[config.mk]
export PLATFORM = sky130hd
export DESIGN_NAME = instr_fetch_flat
export DESIGN_NICKNAME = d
export VERILOG_FILES = /design/src/rtl/instr_fetch_if.sv /design/src/rtl/instr_fetch.sv /design/src/flat_wrapper.sv
export SDC_FILE = /design/constraint.sdc
export NUM_CORES = 1
export LEC_CHECK = 0
export ABC_AREA = 1
export CAP_MARGIN = 20
export CORE_ASPECT_RATIO = 0.6
export CORE_MARGIN = 5
export CORE_UTILIZATION = 45
export CTS_CLUSTER_DIAMETER = 40
export DETAILED_ROUTE_END_ITERATION = 16
export PLACE_DENSITY = 0.71
export SLEW_MARGIN = 20
export SYNTH_ARGS = -nofsm -noshare
export SYNTH_HDL_FRONTEND = slang
export SYNTH_SLANG_ARGS = --single-unit
[constraint.sdc]
create_clock -name clk -period 6 [get_ports clk]
set_input_delay 0.9 -clock clk [delete_from_list [all_inputs] [get_ports clk]]
set_output_delay 0.9 -clock clk [all_outputs]
set_load 0.01 [all_outputs]
[src/rtl/instr_fetch_if.sv]
// instr_fetch_if: imem read port, decoder valid/ready handshake and redirect for the fetch stage
interface instr_fetch_if #(parameter int ADDR_W = 10);
  logic              imem_en;
  logic [ADDR_W-1:0] imem_addr;
  logic [31:0]       imem_rdata;
  logic [31:0]       instr;
  logic [ADDR_W-1:0] instr_pc;
  logic              instr_valid;
  logic              instr_ready;
  logic              redirect;
  logic [ADDR_W-1:0] redirect_pc;
  logic              halted;
  modport master (
    output imem_en, imem_addr, instr, instr_pc, instr_valid, halted,
    input  imem_rdata, instr_ready, redirect, redirect_pc
  );
  modport slave (
    input  imem_en, imem_addr, instr, instr_pc, instr_valid, halted,
    output imem_rdata, instr_ready, redirect, redirect_pc
  );
endinterface

[src/rtl/instr_fetch.sv]
// instr_fetch: PC, sync-read imem requests, 2-entry output buffer, redirect flush.
// Define FETCH_HALT_DETECT_EN to stop fetching after the 32'hFFFF_FFFF halt word.
module instr_fetch #(
  parameter int                ADDR_W   = 10,
  parameter logic [ADDR_W-1:0] RESET_PC = '0
) (
  input logic clk,
  input logic rst,
  instr_fetch_if.master bus
);
  typedef enum logic [1:0] {RUN, DRAIN, HALTED} state_t;
  state_t            state_q, state_d;
  logic [ADDR_W-1:0] pc_q, pc_d, ipc_q, ipc_d;
  logic              inflight_q, inflight_d;
  logic [1:0]        count_q, count_d, cp;
  logic [31:0]       dat_q [2], dat_d [2];
  logic [ADDR_W-1:0] bpc_q [2], bpc_d [2];
  logic              pop, push, req;
  // Entry 0 is always the head; a pop shifts entry 1 down before the push lands at cp.
  always_comb begin
    pop        = count_q != 2'd0 && bus.instr_ready;
    cp         = count_q - {1'b0, pop};
    req        = !rst && state_q == RUN && !bus.redirect && (cp + {1'b0, inflight_q}) < 2'd2;
    push       = inflight_q && !bus.redirect && state_q == RUN;
    state_d    = state_q;
    pc_d       = req ? pc_q + 1'b1 : pc_q;
    ipc_d      = req ? pc_q : ipc_q;
    inflight_d = req;
    count_d    = cp + {1'b0, push};
    dat_d      = dat_q;
    bpc_d      = bpc_q;
    if (pop) begin
      dat_d[0] = dat_q[1];
      bpc_d[0] = bpc_q[1];
    end
    if (push) begin
      dat_d[cp[0]] = bus.imem_rdata;
      bpc_d[cp[0]] = ipc_q;
    end
`ifdef FETCH_HALT_DETECT_EN
    state_d = (push && bus.imem_rdata == 32'hFFFF_FFFF) ? DRAIN : state_d;
    state_d = (state_q == DRAIN && pop && dat_q[0] == 32'hFFFF_FFFF) ? HALTED : state_d;
`endif
    if (bus.redirect && state_q != HALTED) begin
      state_d    = RUN;
      pc_d       = bus.redirect_pc;
      inflight_d = 1'b0;
      count_d    = 2'd0;
    end
  end
  always_ff @(posedge clk or posedge rst) begin
    if (rst) begin
      state_q    <= RUN;
      pc_q       <= RESET_PC;
      ipc_q      <= '0;
      inflight_q <= 1'b0;
      count_q    <= 2'd0;
      dat_q      <= '{default: '0};
      bpc_q      <= '{default: '0};
    end else begin
      state_q    <= state_d;
      pc_q       <= pc_d;
      ipc_q      <= ipc_d;
      inflight_q <= inflight_d;
      count_q    <= count_d;
      dat_q      <= dat_d;
      bpc_q      <= bpc_d;
    end
  end
  assign bus.imem_en     = req;
  assign bus.imem_addr   = req ? pc_q : '0;
  assign bus.instr       = dat_q[0];
  assign bus.instr_pc    = bpc_q[0];
  assign bus.instr_valid = count_q != 2'd0;
`ifdef FETCH_HALT_DETECT_EN
  assign bus.halted = state_q == HALTED;
`else
  assign bus.halted = 1'b0;
`endif
  a_no_overflow: assert property (@(posedge clk) disable iff (rst) !(push && cp == 2'd2));
endmodule

[src/flat_wrapper.sv]
// flat-port wrapper written by rule: the top's interface ports become plain ports
module instr_fetch_flat 
#(
  parameter int                ADDR_W   = 10,
  parameter logic [ADDR_W-1:0] RESET_PC = '0
)
  (clk, rst, bus_imem_en, bus_imem_addr, bus_instr, bus_instr_pc, bus_instr_valid, bus_halted, bus_imem_rdata, bus_instr_ready, bus_redirect, bus_redirect_pc);
  instr_fetch_if #(.ADDR_W(ADDR_W)) bus_i ();
  input logic clk;
  input logic rst;
  output wire logic [$bits(bus_i.imem_en)-1:0] bus_imem_en;
  output wire logic [$bits(bus_i.imem_addr)-1:0] bus_imem_addr;
  output wire logic [$bits(bus_i.instr)-1:0] bus_instr;
  output wire logic [$bits(bus_i.instr_pc)-1:0] bus_instr_pc;
  output wire logic [$bits(bus_i.instr_valid)-1:0] bus_instr_valid;
  output wire logic [$bits(bus_i.halted)-1:0] bus_halted;
  input wire logic [$bits(bus_i.imem_rdata)-1:0] bus_imem_rdata;
  input wire logic [$bits(bus_i.instr_ready)-1:0] bus_instr_ready;
  input wire logic [$bits(bus_i.redirect)-1:0] bus_redirect;
  input wire logic [$bits(bus_i.redirect_pc)-1:0] bus_redirect_pc;
  assign bus_imem_en = bus_i.imem_en;
  assign bus_imem_addr = bus_i.imem_addr;
  assign bus_instr = bus_i.instr;
  assign bus_instr_pc = bus_i.instr_pc;
  assign bus_instr_valid = bus_i.instr_valid;
  assign bus_halted = bus_i.halted;
  assign bus_i.imem_rdata = bus_imem_rdata;
  assign bus_i.instr_ready = bus_instr_ready;
  assign bus_i.redirect = bus_redirect;
  assign bus_i.redirect_pc = bus_redirect_pc;
  instr_fetch #(.ADDR_W(ADDR_W), .RESET_PC(RESET_PC)) u_core (.clk(clk), .rst(rst), .bus(bus_i));
endmodule
Word level (Yosys, flattened, before mapping)
Index checks and enable logic that the tools add are counted.
{"block": "totals", "elab_cells": 40, "out_inout_bits": 55, "regBits": 107, "inputBits": 46}
{"block": "classes", "reduce_logical": 9, "n_addsub": 4, "n_lt_le_gt_ge": 3, "mux": 15, "bitwise": 1}
{"operator": "$bwmux 64", "n": 1}
{"operator": "$mux 32", "n": 2}
{"operator": "$mux 64", "n": 1}
{"operator": "$mux 10", "n": 5}
{"operator": "$demux 32 s1", "n": 1}
{"operator": "$bwmux 20", "n": 1}
{"operator": "$mux 20", "n": 1}
{"operator": "$add 10x1->10 const B", "n": 1}
{"operator": "$demux 10 s1", "n": 1}
{"operator": "$logic_and 1x1->1", "n": 5}
{"operator": "$add 2x1->2", "n": 2}
{"operator": "$reduce_bool 2->1", "n": 2}
{"operator": "$ge 2x2->1 const B", "n": 1}
{"operator": "$logic_not 1->1", "n": 2}
{"operator": "$lt 2x1->1 const B", "n": 1}
{"operator": "$lt 2x2->1 const B", "n": 1}
{"operator": "$mux 2", "n": 1}
{"operator": "$not 1->2", "n": 1}
{"operator": "$sub 2x1->2", "n": 1}
{"operator": "$mux 1", "n": 1}

Depth between registers and ports, before layout
{"block": "logic_depth", "word_depth": 10, "mapped_depth": 14, "ltp_nobuf": 12}

Least setup slack after synthesis
Ideal clock, no wire load.
{"block": "synth_timing", "kind": "in2out", "from": "input port bus_instr_ready", "to": "output port bus_imem_addr[0]", "t_arrival_ps": 2173, "t_required_ps": 5100, "setup_slack_ps": 2927, "path_buffers": 2, "cell_stages": 10, "path_cell_list": "nand2_2 > inv_2 > buf_4 > ha_1 > inv_2 > nand2_1 > nand3_1 > nand3_2 > buf_2 > nor2_1"}
{"block": "synth_between", "elab_chain_len": 6}
{"element": "start, declared", "line": "flat_wrapper.sv:18", "source": "input wire logic [$bits(bus_i.instr_ready)-1:0] bus_instr_ready;"}
{"element": "$logic_and 1x1->1", "line": "instr_fetch.sv:21", "source": "pop = count_q != 2'd0 && bus.instr_ready;"}
{"element": "$sub 2x1->2", "line": "instr_fetch.sv:22", "source": "cp = count_q - {1'b0, pop};"}
{"element": "$add 2x1->2", "line": "instr_fetch.sv:23", "source": "req = !rst && state_q == RUN && !bus.redirect && (cp + {1'b0, inflight_q}) < 2'd2;"}
{"element": "$lt 2x2->1", "line": "instr_fetch.sv:23"}
{"element": "$logic_and 1x1->1", "line": "instr_fetch.sv:23"}
{"element": "$mux 10", "line": "instr_fetch.sv:71", "source": "assign bus.imem_addr = req ? pc_q : '0;"}
{"element": "end, declared", "line": "flat_wrapper.sv:12", "source": "output wire logic [$bits(bus_i.imem_addr)-1:0] bus_imem_addr;"}
Every way passes these cells.

Final worst setup path
{"block": "layout_timing", "from": "input port bus_instr_ready", "to": "output port bus_imem_addr[9]"}
Same word-level chain as after synthesis.

==> qor.csv <==
stage,metric,value,unit
outcome,outcome,completed,
sta,slew_headroom,36.0,%
synth,synth-main-ff-cell,dfrtp_1,
synth,syn_inst,631,
sta,period_minus_slack,4400,ps
die,rows,30,
global_route,grt-ovfl-total,0,
power_and_ir_drop,p_per_area,498,nW/µm²
place,dpl-instance-area,5820,µm²
detailed_routing,viasPerCell,5.10,
clock_network,post_cts_resized,0,
synth,syn_area,5130,µm²
global_route,grt_max_degree,85,
detailed_routing,routedWlPerCell,14.8,µm
clock_network,clk_pin_slew,70,ps
global_route,grt_pass1_vias,4006,
finish,mostFrequentLayoutCells,"nand2_1, dfrtp_1, clkdlybuf4s50_1, nor2_1, a31oi_1",
detailed_routing,first_pass_iters,5,
setup_path,crit_type,in2out,
die,ios,101,
synth,synth_largest_area_cell,dfrtp_1,
synth,ys.warnings.count,0,
die,initial_core_util,45.7,%
clock_network,cts_buffers,9,
detailed_routing,num_vias,4180,
place,gp_routability_congestion,0.858,
setup_path,start_kind,input port,
clock_network,cts_num_sinks,107,
place,numPortBuffers,99,
clock_network,htreeDepth,3,
synth,syn_avg_cell_area,8.14,µm²
power_and_ir_drop,peakVddDrop,222,µV
detailed_routing,postRouteWirelength,12200,µm
power_and_ir_drop,leakage,0.00294,µW
detailed_routing,drc,0,
global_route,grt_pass1_wl,20200,µm
synth,async_flop_share,100,%
synth,ys_ff_latch,107,
die,die_x,148,µm
synth,synthTopCellsByArea,"dfrtp_1, nand2_1, buf_4",
finish,finalInstanceArea,6100,µm²
sta,rsz0062_at_grt,false,
synth,synth.distinct_cells,24,
sta,worstMarginPinSlew,960,ps
sta,fin_crit_sh,73.4,%
clock_network,root_buffer,clkbuf_16,
synth,yosysTopAreaCellShare,52.2,%
synth,synth-edff-count,0,
sta,hold_viol_final,0,
die,dieArea,13700,µm²
clock_network,clock_latency,340,ps
clock_network,cts_tree,done,
synth,synthesis.nets,680,
detailed_routing,ant_nets,0,
die,core,11200,µm²
global_route,grt_usage,18.3,%
finish,layout.nets,720,
run,drv_cap,0,
worst_hold_path,hp-class,reg2reg,
sta,setup_violations,0,
finish,area_delta_synth_final,18.9,%
setup_path,critical_path_required,5100,ps
setup_path,endpoint_kind,primary output,
die,dieHeight,92.7,µm
setup_path,cp.arrival,3500,ps
detailed_routing,drt_iter0_drc,314,
clock_network,cts_hold_buf,0,
setup_path,worstPathMaxFanout,40,
clock_network,post-cts-setup-buffers,0,
sta,finClkSkew,5.55,ps
global_route,antenna_found_initial,0,
finish,fillers,1021,
finish,final_common_cell,nand2_1,
sta,fmax,227,MHz
clock_network,clockBufferDepth,2,
synth,ys_seq_area_share,52.2,%
sta,slew_viol_final,0,
finish,antennaDiodeCount,0,
finish,layout-drive-gt1-share,4.89,%
sta,tns,0,ps
place,dp_hpwl,8100,µm
area by class of cell:
cell class	count	area [µm²]	area share [%]
tap	144	180	2.95
timing repair buffer	105	1040	17.0
clock inverter	4	51.3	0.840
sequential	107	2680	43.9
clock buffer	11	233	3.81
multi-input combinational	423	1830	30.0
inverter	25	96.3	1.58
critical path, stage by stage:
cell and delay [ps]:
clkdlybuf4s50_1 420, nand2_2 90, inv_2 40, ha_1 320, inv_2 90, nand2_1 70
nand3_1 130, nand3_2 570, nor2_1 290, clkdlybuf4s50_1 580
through the flow:
stage          worst slack [ps]  hold slack, ps  total power [µW]  instances  utilization, %
2_1_floorplan              2280             442              2130        631               -
3_3_place_gp               1750             453              2420        804            51.9
3_5_place_dp               1600             458              2470        804            51.9
4_1_cts                    1610             475              3060        819            54.4
5_1_grt                    1440             491              3270        819            54.4
6_report                   1600             472              3040        819            54.4
synthesized netlist by cell type (4+ instances only):
cell type and count:
a31oi_1 42, buf_2 10, buf_4 49, buf_6 7, clkbuf_1 10, dfrtp_1 107, inv_1 19, inv_2 4
nand2_1 263, nand3_1 26, nor2_1 58, o21ai_1 11
cells by family after synthesis:
group / count (synthesis) / share of synthesized area (%)
buffers and inverters: 101 / 12.2
flip-flops: 107 / 52.2
AND/OR/NAND/NOR: 359 / 27.7
XOR/XNOR: 3 / 0.512
other: 1 / 0.0730
AO/OA/AOI/OAI: 57 / 6.58
adder cells (fa/ha/maj): 3 / 0.731
final timing paths:
path / startpoint / end / slack, ps / depth (start not counted)
max in group asynchronous: rst / u_core.bus.instr[10]$_DFF_PP0_ / 3740 / 3
min in group asynchronous: rst / u_core.pc_q[6]$_DFFE_PP0P_ / 970 / 2
min reg2reg: register / register / 470 / 2
min: register / register / 470 / 2
max reg2reg: u_core.count_q[1]$_DFF_PP0_ / register / 2620 / 11
max: bus_instr_ready / bus_imem_addr[9] / 1600 / 10
routing by layer:
layer / GRT usage (%) / vias to the layer above / wire [µm]
met3: 5.04 / 15 / 819
met4: 4.53 / 0 / 122
met1: 27.4 / 1976 / 6030
li1: - / 2027 / -
met5: 0 / - / 0
met2: 26.1 / 162 / 5190
power breakdown:
part / internal [µW] / switching (µW)
Combinational: 551 / 622
Clock: 323 / 256
Sequential: 1070 / 222
No activity file was read; power rests on OpenSTA's default activity.
